## src/rtl/loader_pkg.sv

```systemverilog
// Shared definitions for the manual programming path.
// FSM state encoding plus default geometry of the instruction memory.
package loader_pkg;

    typedef enum logic [1:0] {
        HI   = 2'd0,
        LO   = 2'd1,
        FULL = 2'd2
    } loader_state_t;

    localparam int LOADER_ADDR_W = 6;
    localparam int LOADER_DEPTH  = 1 << LOADER_ADDR_W;

endpackage

```

## src/rtl/debouncer.sv

```systemverilog
// Button conditioning: 2-flop synchronizer, stable-count debouncer and
// rising-edge detector.
// Ports: clk, reset (sync, active-high), button (raw async), press (1-cycle).
module debouncer #(
    parameter int DEBOUNCE_CYCLES = 1_000_000
) (
    input  logic clk,
    input  logic reset,
    input  logic button,
    output logic press
);

    localparam int CW = $clog2(DEBOUNCE_CYCLES);
    localparam logic [CW-1:0] LAST = CW'(DEBOUNCE_CYCLES - 1);

    logic          sync1;
    logic          btn_s;
    logic          db;
    logic          db_q;
    logic [CW-1:0] cnt;

    always_ff @(posedge clk) begin
        if (reset) begin
            sync1 <= 1'b0;
            btn_s <= 1'b0;
            db    <= 1'b0;
            db_q  <= 1'b0;
            cnt   <= '0;
        end else begin
            sync1 <= button;
            btn_s <= sync1;
            db_q  <= db;
            // Any sample matching the accepted level restarts the count,
            // so only an unbroken run of differing samples is accepted.
            if (btn_s == db) begin
                cnt <= '0;
            end else if (cnt == LAST) begin
                db  <= btn_s;
                cnt <= '0;
            end else begin
                cnt <= cnt + CW'(1);
            end
        end
    end

    assign press = db & ~db_q;

endmodule

```

## src/rtl/program_loader.sv

```systemverilog
// Assembles pairs of switch bytes into 16-bit instruction memory writes.
// Ports: clk, reset, button, instruction[7:0] -> wr_en, wr_addr, wr_data,
//        hi_pending, full, word_count.
module program_loader
    import loader_pkg::*;
#(
    parameter int DEBOUNCE_CYCLES = 1_000_000,
    parameter int ADDR_W          = LOADER_ADDR_W
) (
    input  logic              clk,
    input  logic              reset,
    input  logic              button,
    input  logic [7:0]        instruction,
    output logic              wr_en,
    output logic [ADDR_W-1:0] wr_addr,
    output logic [15:0]       wr_data,
    output logic              hi_pending,
    output logic              full,
    output logic [ADDR_W:0]   word_count
);

    localparam logic [ADDR_W:0] DEPTH = {1'b1, {ADDR_W{1'b0}}};

    logic press;

    loader_state_t     state;
    loader_state_t     state_n;
    logic [7:0]        hi_reg;
    logic [7:0]        hi_n;
    logic              wr_en_n;
    logic [ADDR_W-1:0] addr_n;
    logic [15:0]       data_n;
    logic [ADDR_W:0]   count_n;

    debouncer #(
        .DEBOUNCE_CYCLES(DEBOUNCE_CYCLES)
    ) u_deb (
        .clk   (clk),
        .reset (reset),
        .button(button),
        .press (press)
    );

    always_ff @(posedge clk) begin
        if (reset) begin
            state      <= HI;
            hi_reg     <= 8'd0;
            wr_en      <= 1'b0;
            wr_addr    <= '0;
            wr_data    <= 16'd0;
            word_count <= '0;
        end else begin
            state      <= state_n;
            hi_reg     <= hi_n;
            wr_en      <= wr_en_n;
            wr_addr    <= addr_n;
            wr_data    <= data_n;
            word_count <= count_n;
        end
    end

    always_comb begin
        state_n = state;
        hi_n    = hi_reg;
        wr_en_n = 1'b0;
        addr_n  = wr_addr;
        data_n  = wr_data;
        count_n = word_count;
        unique case (1'b1)
            (state == HI): begin
                if (press) begin
                    hi_n    = instruction;
                    state_n = LO;
                end
            end
            (state == LO): begin
                if (press) begin
                    data_n  = {hi_reg, instruction};
                    addr_n  = word_count[ADDR_W-1:0];
                    wr_en_n = 1'b1;
                    count_n = word_count + 1'b1;
                    state_n = (count_n == DEPTH) ? FULL : HI;
                end
            end
            (state == FULL): begin
                state_n = FULL;
            end
            default: begin
                state_n = HI;
            end
        endcase
    end

    assign hi_pending = (state == LO);
    assign full       = (state == FULL);

endmodule

```

## config.mk

```make
export PLATFORM = sky130hd
export DESIGN_NAME = program_loader
export DESIGN_NICKNAME = d
export VERILOG_FILES = /design/src/rtl/loader_pkg.sv /design/src/rtl/debouncer.sv /design/src/rtl/program_loader.sv
export SDC_FILE = /design/constraint.sdc
export NUM_CORES = 1
export LEC_CHECK = 0
export CAP_MARGIN = 30
export CORE_ASPECT_RATIO = 2
export CORE_MARGIN = 5
export CORE_UTILIZATION = 45
export DETAILED_ROUTE_END_ITERATION = 16
export PLACE_DENSITY = 0.78
export SLEW_MARGIN = 40
export SYNTH_ARGS = -nofsm -noshare
export SYNTH_HDL_FRONTEND = slang
export SYNTH_SLANG_ARGS = --single-unit
```

## constraint.sdc

```tcl
create_clock -name clk -period 1.9 [get_ports clk]
set_input_delay 0.38 -clock clk [delete_from_list [all_inputs] [get_ports clk]]
set_output_delay 0.38 -clock clk [all_outputs]
set_load 0.01 [all_outputs]
```

Word level (Yosys, flattened, before mapping)

Index checks and enable logic that the tools add are counted.

Flip-flop bits (word level): 64
Input bits: 11
Output and inout port bits: 32
Logic and storage cells: 36

Add/sub/neg operators: 2
Equal/unequal tests: 7
Muxes and demuxes: 5
Bitwise logic cells: 4
Reduce and logical (&&, ||, !) cells: 7

Operators by type and width:

| cell                  | count |
|---|---|
| $add 20x1->20 const B | 1 |
| $eq 20x20->1 const B  | 1 |
| $reduce_and 2->1      | 4 |
| $add 7x1->7 const B   | 1 |
| $eq 7x7->1 const B    | 1 |
| $mux 2                | 3 |
| $pmux 2 s3            | 1 |
| $not 1->1             | 3 |
| $reduce_or 3->1       | 1 |
| $eq 2x1->1 const B    | 1 |
| $eq 2x2->1 const B    | 1 |
| $logic_not 2->1       | 1 |
| $ne 2x1->1 const B    | 1 |
| $ne 2x2->1 const B    | 1 |
| $reduce_or 2->1       | 1 |
| $and 1x1->1           | 1 |
| $eq 1x1->1            | 1 |
| $mux 1                | 1 |

Logic depth before layout (Yosys ltp)

Gate-level depths: netlist of run 1.

Depth after elaboration: 5
Mapped depth: 6
Mapped depth without buffers: 5

Hierarchy

Synthesis of run 1 repeated with hierarchy kept, for this count alone.

Cells, all modules: 295
Area total of the unflattened synthesis: 2608.8 um^2

Modules (own cells, without submodules):

| module         | times used | cells each | area each (um^2) | seq. area each (um^2) |
|---|---|---|---|---|
| program_loader | 1          | 179        | 1560.2           | 800.8 |
| debouncer      | 1          | 116        | 1048.5           | 480.5 |

Least setup slack after synthesis of run 1

Ideal clock, no wire load.

Path kind: reg2reg
Start: reg u_deb.cnt[6]
End: reg u_deb.cnt[15]
Setup time: 0.115 ns
Arrival: 1.825 ns
Setup slack: -0.039 ns
Cell stages (with the launch flop): 6
Path buffers: 1
Cell sequence: dfxtp_1 > or4_1 > or4_4 > o21ai_4 > buf_6 > nor2_1

Cells in the longest elaborated chain, start to end: 2

RTL lines:

| element                                                               | line            | source |
|---|---|---|
| start: declaration                                                    | debouncer.sv:20 | `logic [CW-1:0] cnt;` |
| start signal: assignment                                              | debouncer.sv:41 | `cnt <= cnt + CW'(1);` |
| parallel branches: the longest is 2 deep, another holds $add 20x1->20 | -               |  |

Several ways; the timed one is not identified.
A chain may end at the register's enable or synchronous reset.

Worst setup path after layout of run 1

Start: reg u_deb.cnt[15]
End: reg u_deb.cnt[14]

Cells in the longest elaborated chain, start to end: 2

RTL lines:

| element                   | line            | source |
|---|---|---|
| $eq 20x20->1              | debouncer.sv:37 | `end else if (cnt == LAST) begin` |
| $reduce_or 3->1 (no line) | -               |  |

Every way passes these cells.

==> summary.txt, run 1 <==
Num CTS Buffers: 9
wire length of the first global-routing pass: 9.98 mm
DP Worst Slack: -0.00878 ns
Initial DRT Pass Iterations: 4
CP max FO: 19
Synth cell types: 35
Final Slew Violations: 0
WP buf/inv: 1
worst-margin pin slew: 0.331 ns
I/O Pins: 43
CTS tree: done
FP Rows: 39
FF-to-FF setup slack: -0.01 ns
Placer Congestion: 0.840
Final Setup Violations: 1
unrepaired setup endpoints after global routing: true
clk sinks: 64
ant diodes: 0
min Tclk post-route: 1.91 ns
share of cells above drive strength 1: 15.0%
vias in the first global route: 2298
P&R area growth vs syn: 37.9%
width of the chip: 63.4 µm
IO buf count: 42
Setup Skew: 0.00508 ns
core area: 5660 µm²
Crit. End Element: flop
number of H-tree levels: 3
Cells after DPL: 419
Nets: 383
status: finished with violations
Residual DRC: 0
Clk Latency, worst-skew pair: 0.33 ns
vias per cell: 5.35
total gr overflow: 0
post-CTS setup buffer count: 0
antenna violations before repair: 0
Vias: 2328
DP Wirelength: 4.23 mm
CTS Buffer Depth: 2
register clock-pin slew on the reported worst setup and hold paths: 0.06 ns
Final Hold Vio Count: 0
post-cts hold buffer count: 0
Ys Warns: 0
Synth top area share: 49.9%
Cell Pwr Density: 862 nW/µm²
Worst Path Required: 2.10 ns
ANT nets after route: 0
maximum clock rate: 522 MHz
synth top area cells: dfxtp_1 50%, nand2_1 11%, a21oi_1 7.4%
Worst VDD drop: 949 µV
max_cap viols: 0
Cells after Synth: 305
drt wl/cell: 13.7 µm
Post-Synthesis Cell Area: 2570 µm²
final std cells w/o fill: 435
Yosys reg bits: 64
die area: 7410 µm²
CP arrival: 2.11 ns
Total GRT Usage: 17.0%
Detailed Route WL: 5.97 mm
setup ws final: -0.0140 ns
Net Count, Synth: 319
Fillers: 477
DR iter-0 viols: 100
final hold slack: 0.452 ns
WS Path Type: flop to flop
leakage power: 1.21 nW
critical path cell sequence: or4_1 > or4_4 > o21ai_4 > buf_12 > a21oi_1
post-route clock period utilization: 101%
CTS root buffer: clkbuf_16
Setup crit start kind: flop
failing checks: negative setup slack
sequential fraction of the synthesis area: 49.9%
DIE HEIGHT: 117 µm
Largest stage delay, worst path: 0.55 ns
crit-path leading delay family: simple AND/OR/NAND/NOR gates
max reg flops: 20
worst min path class: flop to flop
Slew headroom: 77.7%
Slowest-stage cell, CP: or4_4
cell type with the highest aggregate area in the netlist: dfxtp_1
largest net degree at the start of global routing: 26
Post-Syn Area per Cell: 8.43 µm²
Starting Density: 45.4%
==> cell families after synthesis <==
family                     Yosys count  share of synthesized area [%]
DFF                                 64                           49.9
xor gates and xnor gates            22                           7.50
adders and majority gates            3                           1.46
AOI/OAI and AO/OA                   50                           11.3
buffers and inverters               21                           3.36
and+or+nand+nor                    145                           26.5
==> synth_stat cells (all sizes together) <==
cell    count
buf         2
nand2b      2
a21oi      38
nand4       6
or2         1
and4        1
dfxtp      64
nor4bb      1
a32o        1
clkbuf     13
or4         6
nor2       24
inv         6
ha          3
a211oi      1
o31ai       4
or4bb       1
nor3        6
or4b        1
o21ai       3
or3         5
and3        2
nor2b       6
a41o        1
xnor2      14
o211ai      1
o41ai       1
nand3       7
nor4        4
nand2      72
xor2        8
==> what timing repair did <==
action	in CTS	in global routing
endpoints found under the setup margin	10	21
pin swaps	0	0
gates resized for setup	3	2
==> layer usage <==
layer	vias up	global-route usage [%]	wire length, µm
met1	1093	16.1	2150
met5	-	0	0
li1	1161	-	-
met3	17	5.25	273
met2	57	31.3	3380
met4	0	10.3	165
==> placed cells by master, fill, tap and decap left out, types with 2 or more instances in the layout <==
cell type / instances
or4_1: 5
clkinvlp_4: 2
buf_4: 25
nand4_1: 6
dfxtp_1: 58
or3_1: 4
nor2b_1: 5
dfxtp_2: 6
xnor2_1: 14
and3_1: 2
xor2_1: 8
nand2b_1: 2
ha_1: 3
nor4_1: 4
inv_1: 6
nand2_1: 72
clkdlybuf4s50_1: 41
o31ai_1: 4
o21ai_0: 2
a21oi_1: 38
inv_6: 2
clkbuf_16: 9
nor3_1: 6
clkinv_4: 2
nand3_1: 6
nor2_1: 24
==> cell type report <==
class / instances / area [µm²] / area share, %
Multi-Input combinational cell: 220 / 1220 / 34.6
Clock inverter: 7 / 80.1 / 2.26
Timing Repair Buffer: 68 / 627 / 17.7
Inverter: 6 / 22.5 / 0.635
Sequential cell: 64 / 1290 / 36.4
Tap cell: 61 / 76.3 / 2.15
Clock buffer: 9 / 225 / 6.35
==> worst paths after layout <==
check	start	to	cells past startpoint
setup / recovery	u_deb.cnt[15]	u_deb.cnt[14]	5
hold reg to reg	u_deb.sync1	u_deb.btn_s	1
setup reg to reg	u_deb.cnt[15]	u_deb.cnt[14]	5
hold / removal	u_deb.sync1	u_deb.btn_s	1
==> where the power goes <==
group | switching [W] | leakage [nW] | internal (W)
Combinational | 0.0000281 | 0.545 | 0.0000271
Sequential | 0.00000158 | 0.519 | 0.00134
Clock | 0.000625 | 0.143 | 0.00103
Total | 0.000655 | 1.21 | 0.00240
==> stage by stage <==
| stage | instance area (µm²) | power (W) | TNS (ns) | util (%) |
|---|---|---|---|---|
| 5_1_grt | 3540 | 0.00317 | -1.11 | 62.6 |
| 3_5_place_dp | 3230 | 0.00143 | -0.0175 | 57.1 |
| 4_1_cts | 3540 | 0.00308 | -0.0686 | 62.5 |
| 3_3_place_gp | 3230 | 0.00143 | 0 | 57.1 |
| 2_1_floorplan | 2570 | 0.00140 | -0.254 | - |
| 6_report | 3540 | 0.00305 | -0.0140 | 62.6 |
(Power assumes the default switching activity.)
==> run 2: changes to the inputs <==
- CORE_ASPECT_RATIO: 2 -> 0.5
==> summary.txt, run 2 (same netlist as run 1, synthesis figures left out) <==
wire length of the first global-routing pass: 10.7 mm (was 9.98 mm)
IO buf count: 42 (unchanged)
Vias: 2311 (was 2328)
Placer Congestion: 0.855 (was 0.840)
Tot Pwr: 0.00303 W (was 0.00305 W)
Total GRT Usage: 18.1% (was 17.0%)
CTS Buffer Depth: 2 (unchanged)
width of the chip: 117 µm (was 63.4 µm)
post-route clock period utilization: 102% (was 101%)
Final Hold Vio Count: 0 (unchanged)
FP Rows: 19 (was 39)
Worst Path Required: 2.15 ns (was 2.10 ns)
Starting Density: 46.6% (was 45.4%)
Crit. End Element: flop (unchanged)
leakage power: 1.21 nW (about the same)
Final Setup Violations: 20 (was 1)
maximum clock rate: 514 MHz (was 522 MHz)
Residual DRC: 0 (unchanged)
drt wl/cell: 14.0 µm (was 13.7 µm)
final hold slack: 0.452 ns (about the same)
CP max FO: 3 (was 19)
met2 wire len: 3.13 mm (was 3.38 mm)
Highest Signal Layer: met4 (unchanged)
WS Path Type: flop to flop (unchanged)
CP arrival: 2.20 ns (was 2.11 ns)
DR iter-0 viols: 119 (was 100)
DIE HEIGHT: 63.4 µm (was 117 µm)
CTS tree: done (unchanged)
core area: 5520 µm² (was 5660 µm²)
failing checks: negative setup slack (unchanged)
die area: 7410 µm² (unchanged)
share of cells above drive strength 1: 14.3% (was 15.0%)
Setup Skew: 0.00475 ns (was 0.00508 ns)
setup ws final: -0.0462 ns (was -0.0140 ns)
area of the multi-input gates: 1230 µm² (was 1220 µm²)
register clock-pin slew on the reported worst setup and hold paths: 0.05 ns (was 0.06 ns)
met3 WL: 327 µm (was 273 µm)
Detailed Route WL: 6.22 mm (was 5.97 mm)
antenna violations before repair: 0 (unchanged)
routed length on met1: 2.59 mm (was 2.15 mm)
P&R area growth vs syn: 37.6% (was 37.9%)
max reg flops: 20 (unchanged)
worst min path class: flop to flop (unchanged)
most common cell after layout, fill and taps aside: nand2_1 (unchanged)
ant diodes: 0 (unchanged)
Slew headroom: 57.6% (was 77.7%)
clk sinks: 64 (unchanged)
Fillers: 442 (was 477)
max_cap viols: 0 (unchanged)
sequential cell area: 1290 µm² (about the same)
status: finished with violations (unchanged)
Cell Pwr Density: 857 nW/µm² (was 862 nW/µm²)
Num CTS Buffers: 9 (unchanged)
total gr overflow: 0 (unchanged)
vias per cell: 5.22 (was 5.35)
number of H-tree levels: 3 (unchanged)
largest net degree at the start of global routing: 41 (was 26)
I/O Pins: 43 (unchanged)
FF-to-FF setup slack: -0.05 ns (was -0.01 ns)
most frequent cells in the layout: 72 x nand2_1, 56 x dfxtp_1, 41 x clkdlybuf4s50_1 (was 72 x nand2_1, 58 x dfxtp_1, 41 x clkdlybuf4s50_1)
vias in the first global route: 2347 (was 2298)
Final Slew Violations: 0 (unchanged)
ANT nets after route: 0 (unchanged)
Initial DRT Pass Iterations: 5 (was 4)
worst-margin pin slew: 0.635 ns (was 0.331 ns)
Worst VDD drop: 514 µV (was 949 µV)
min Tclk post-route: 1.95 ns (was 1.91 ns)
Nets: 379 (was 383)
Setup crit start kind: flop (unchanged)
Clk Latency, worst-skew pair: 0.32 ns (was 0.33 ns)
unrepaired setup endpoints after global routing: true (unchanged)
CTS root buffer: clkbuf_16 (unchanged)
DP Wirelength: 4.10 mm (was 4.23 mm)
run 2: critical path, cell delays in order (launching register included):
cell and delay, ns:
dfxtp_2 0.32, or4_4 0.53, or4_4 0.56, or3_1 0.33, a21oi_1 0.14
run 2: path summary, 6_finish.rpt:
path,start,to,cells after the start
max,u_deb.cnt[15],u_deb.db,4
min,wr_addr[3],wr_addr[3],2
max reg2reg,u_deb.cnt[15],u_deb.db,4
min reg2reg,wr_addr[3],wr_addr[3],2
run 2: stage by stage:
stage / setup slack, ns / TNS [ns] / cell area [µm²] / cells / util [%]
after floorplan: -0.0270 / -0.254 / 2570 / 305 / -
after global placement: -0.00612 / -0.00612 / 3210 / 426 / 58.2
after detailed placement: -0.0323 / -0.177 / 3210 / 426 / 58.2
after CTS: -0.0518 / -0.541 / 3520 / 442 / 63.8
after global routing: -0.0889 / -1.45 / 3540 / 443 / 64.1
final: -0.0462 / -0.355 / 3540 / 443 / 64.1
run 2: final cells by class:
cell class                 instances  share of cell area, %
sequential                        64                   36.5
multi-input combinational        220                   34.8
timing repair buffer              64                   17.0
clock buffer                      13                   7.36
tap                               73                   2.58
clock inverter                     3                   1.13
inverter                           6                  0.637
run 2: layer usage:
layer	track usage, %	vias to the layer above
li1	-	1152
met1	19.6	1078
met2	31.7	66
met3	6.02	15
met4	8.30	0
met5	0	-
run 2: where the power goes:
part | internal, W | total [W] | switching [W]
sequential | 0.00135 | 0.00135 | 0.00000139
clock | 0.00108 | 0.00163 | 0.000550
combinational | 0.0000257 | 0.0000520 | 0.0000263
run 2: timing repair:
action,in CTS,in global routing
hold buffers,0,0
gates cloned,0,0
resized for setup,6,3
setup endpoints to repair,22,23
pin swaps,0,0
setup buffers,0,1
==> run 3: changes to the inputs <==
- SYNTH_HIERARCHICAL: unset -> 1
==> summary.txt, run 3 <==
Final Hold Vio Count: 0 (unchanged)
final std cells w/o fill: 423 (was 443)
die area: 7510 µm² (was 7410 µm²)
most used flip-flop cell after synthesis: dfxtp_1 (unchanged)
core area: 5540 µm² (was 5520 µm²)
Total GRT Usage: 15.4% (was 18.1%)
Ys Warns: 6 (was 0)
number of H-tree levels: 3 (unchanged)
post-route clock period utilization: 98.5% (was 102%)
drt wl/cell: 13.1 µm (was 14.0 µm)
Net Count, Synth: 309 (was 319)
FP Rows: 19 (unchanged)
sequential fraction of the synthesis area: 49.1% (was 49.9%)
DIE HEIGHT: 63.8 µm (was 63.4 µm)
Post-Synthesis Cell Area: 2610 µm² (was 2570 µm²)
maximum clock rate: 534 MHz (was 514 MHz)
crit-path leading delay family: simple AND/OR/NAND/NOR gates (unchanged)
total gr overflow: 0 (unchanged)
P&R area growth vs syn: 31.8% (was 37.6%)
Worst Path Required: 2.16 ns (was 2.15 ns)
clk sinks: 64 (unchanged)
mux contribution to synthesized area: 3.50% (was 0%)
XOR/XNOR Fraction of Synth Area: 7.05% (was 7.50%)
Post-synth ARST share: 0% (unchanged)
Clk Latency, worst-skew pair: 0.32 ns (about the same)
Synth Area in Adders: 1.44% (was 1.46%)
Detailed Route WL: 5.56 mm (was 6.22 mm)
Nets: 359 (was 379)
sequential cell area: 1290 µm² (about the same)
Worst VDD drop: 605 µV (was 514 µV)
worst min path class: flop to flop (unchanged)
DP Wirelength: 3.88 mm (was 4.10 mm)
CP arrival: 2.13 ns (was 2.20 ns)
Crit. End Element: flop (unchanged)
vias per cell: 5.03 (was 5.22)
leakage power: 1.18 nW (was 1.21 nW)
Setup Skew: 0.00388 ns (was 0.00475 ns)
min Tclk post-route: 1.87 ns (was 1.95 ns)
Placer Congestion: 0.800 (was 0.855)
width of the chip: 118 µm (was 117 µm)
Post-synth EDFFs: 0 (unchanged)
Synth cell types: 40 (was 35)
area of the multi-input gates: 1240 µm² (was 1230 µm²)
Largest stage delay, worst path: 0.56 ns (about the same)
wire length of the first global-routing pass: 9.60 mm (was 10.7 mm)
post-cts hold buffer count: 0 (unchanged)
worst-margin pin slew: 0.428 ns (was 0.635 ns)
antenna violations before repair: 0 (unchanged)
most frequent cells in the layout: 61 x dfxtp_1, 54 x nand2_1, 42 x clkdlybuf4s50_1 (was 72 x nand2_1, 56 x dfxtp_1, 41 x clkdlybuf4s50_1)
Post-Syn Area per Cell: 8.84 µm² (was 8.43 µm²)
I/O Pins: 43 (unchanged)
Final Slew Violations: 0 (unchanged)
Fillers: 493 (was 442)
critical path cell sequence: ha_4 > nand2_4 > or4_4 > buf_4 > or3_1 > a21oi_1 (was or4_4 > or4_4 > or3_1 > a21oi_1)
Cell Pwr Density: 830 nW/µm² (was 857 nW/µm²)
Setup crit start kind: flop (unchanged)
most frequent cell after synthesis: dfxtp_1 (was nand2_1)
Final Cell Area: 3440 µm² (was 3540 µm²)
Starting Density: 47.1% (was 46.6%)
vias in the first global route: 2119 (was 2347)
status: finished clean (was finished with violations)
Yosys reg bits: 64 (unchanged)
DR iter-0 viols: 97 (was 119)
Slew headroom: 71.0% (was 57.6%)
synth top area cells: dfxtp_1 49%, nand2_1 7.8%, a21oi_1 6.1% (was dfxtp_1 50%, nand2_1 11%, a21oi_1 7.4%)
register clock-pin slew on the reported worst setup and hold paths: 0.05 ns (about the same)
CTS Buffer Depth: 2 (unchanged)
most frequent cells after synthesis: 64 x dfxtp_1, 54 x nand2_1, 32 x a21oi_1, 27 x nor2_1, 14 x xnor2_1 (was 72 x nand2_1, 64 x dfxtp_1, 38 x a21oi_1, 24 x nor2_1, 14 x xnor2_1)
CTS root buffer: clkbuf_16 (unchanged)
Setup TNS Final: 0 ns (was -0.355 ns)
share of cells above drive strength 1: 13.1% (was 14.3%)
Cells after Synth: 295 (was 305)
CP max FO: 6 (was 3)
cell type with the highest aggregate area in the netlist: dfxtp_1 (unchanged)
Num CTS Buffers: 9 (unchanged)
max reg flops: 20 (unchanged)
most common cell after layout, fill and taps aside: dfxtp_1 (was nand2_1)
largest net degree at the start of global routing: 32 (was 41)
IO buf count: 42 (unchanged)
WP buf/inv: 1 (was 0)
Synth Area in Compound Gates: 9.45% (was 11.3%)
max_cap viols: 0 (unchanged)
Cells after DPL: 406 (was 426)
Slowest-stage cell, CP: or4_4 (unchanged)
Synth top area share: 49.1% (was 49.9%)
ANT nets after route: 0 (unchanged)
Post-Place Cell Area: 3140 µm² (was 3210 µm²)
WS Path Type: flop to flop (unchanged)
CTS tree: done (unchanged)
Simple-Gate Fraction of Synth Area: 25.2% (was 26.5%)
largest family of logic cells by synthesized area: simple AND/OR/NAND/NOR gates (unchanged)
ant diodes: 0 (unchanged)
Initial DRT Pass Iterations: 5 (unchanged)
Residual DRC: 0 (unchanged)
utilization after layout: 62.1% (was 64.1%)
Vias: 2127 (was 2311)
Final Setup Violations: 0 (was 20)
[run 3: cell types whose count changed after synthesis, moves of 5 or more]
cell | before | now
o21ai_0 | 2 | 7
a21oi_1 | 38 | 32
nand2_1 | 72 | 54
nand4_1 | 6 | 1
buf_2 | 0 | 6
clkbuf_1 | 13 | 6
mux2i_1 | 0 | 8
[run 3: path summary, 6_finish.rpt]
check | startpoint | endpoint | slack [ns] | depth (start not counted)
worst min register to register | u_deb/sync1 | u_deb/btn_s | 0.45 | 1
worst max register to register | u_deb/cnt[0] | u_deb/cnt[14] | 0.03 | 6
worst min-delay path | u_deb/sync1 | u_deb/btn_s | 0.45 | 1
worst max-delay path | u_deb/cnt[0] | u_deb/cnt[14] | 0.03 | 6
[run 3: layout make-up]
cell class / count / share of cell area (%)
multi-input cells: 209 / 36.2
clock buffers: 9 / 6.55
repair buffers: 55 / 15.1
well taps: 73 / 2.66
clock inverters: 7 / 1.38
flip-flops and latches: 64 / 37.5
inverters: 6 / 0.655
[run 3: repair_timing]
| action | 4_1_cts | 5_1_grt |
|---|---|---|
| setup buffers | 0 | 1 |
| gates resized for setup | 2 | 4 |
| setup endpoints to repair | 2 | 19 |
| pin swaps | 0 | 2 |
[run 3: metrics by stage]
step                      setup slack [ns]  hold WS (ns)  power [W]
after floorplan                     0.0370         0.414    0.00139
after global placement              0.0352         0.428    0.00143
after detailed placement          -0.00305         0.441    0.00143
after CTS                           0.0196         0.452    0.00290
after global routing               -0.0126         0.468    0.00297
final                               0.0277         0.446    0.00285
[run 3: where the power goes]
part	internal [W]	leakage [nW]	switching (W)	total, W
Sequential	0.00134	0.518	0.00000177	0.00134
Clock	0.000879	0.132	0.000579	0.00146
Combinational	0.0000259	0.532	0.0000251	0.0000509
Total	0.00225	1.18	0.000606	0.00285
[run 3: logic make-up after synthesis]
kind of cell,after synthesis
XOR/XNOR,21
buffers and inverters,22
adder cells (fa/ha/maj),3
AND/OR/NAND/NOR,131
flip-flops,64
multiplexers,9
AO/OA/AOI/OAI,45
[run 3: per-layer routing]
metal / part of all wire, % / global-route usage, % / routed length [µm] / up-vias
li1: - / - / - / 1090
met1: 43 / 16.8 / 2380 / 978
met2: 49 / 26.8 / 2740 / 49
met3: 5.7 / 7.58 / 319 / 10
met4: 2.1 / 5.29 / 119 / 0
met5: 0 / 0 / 0 / -
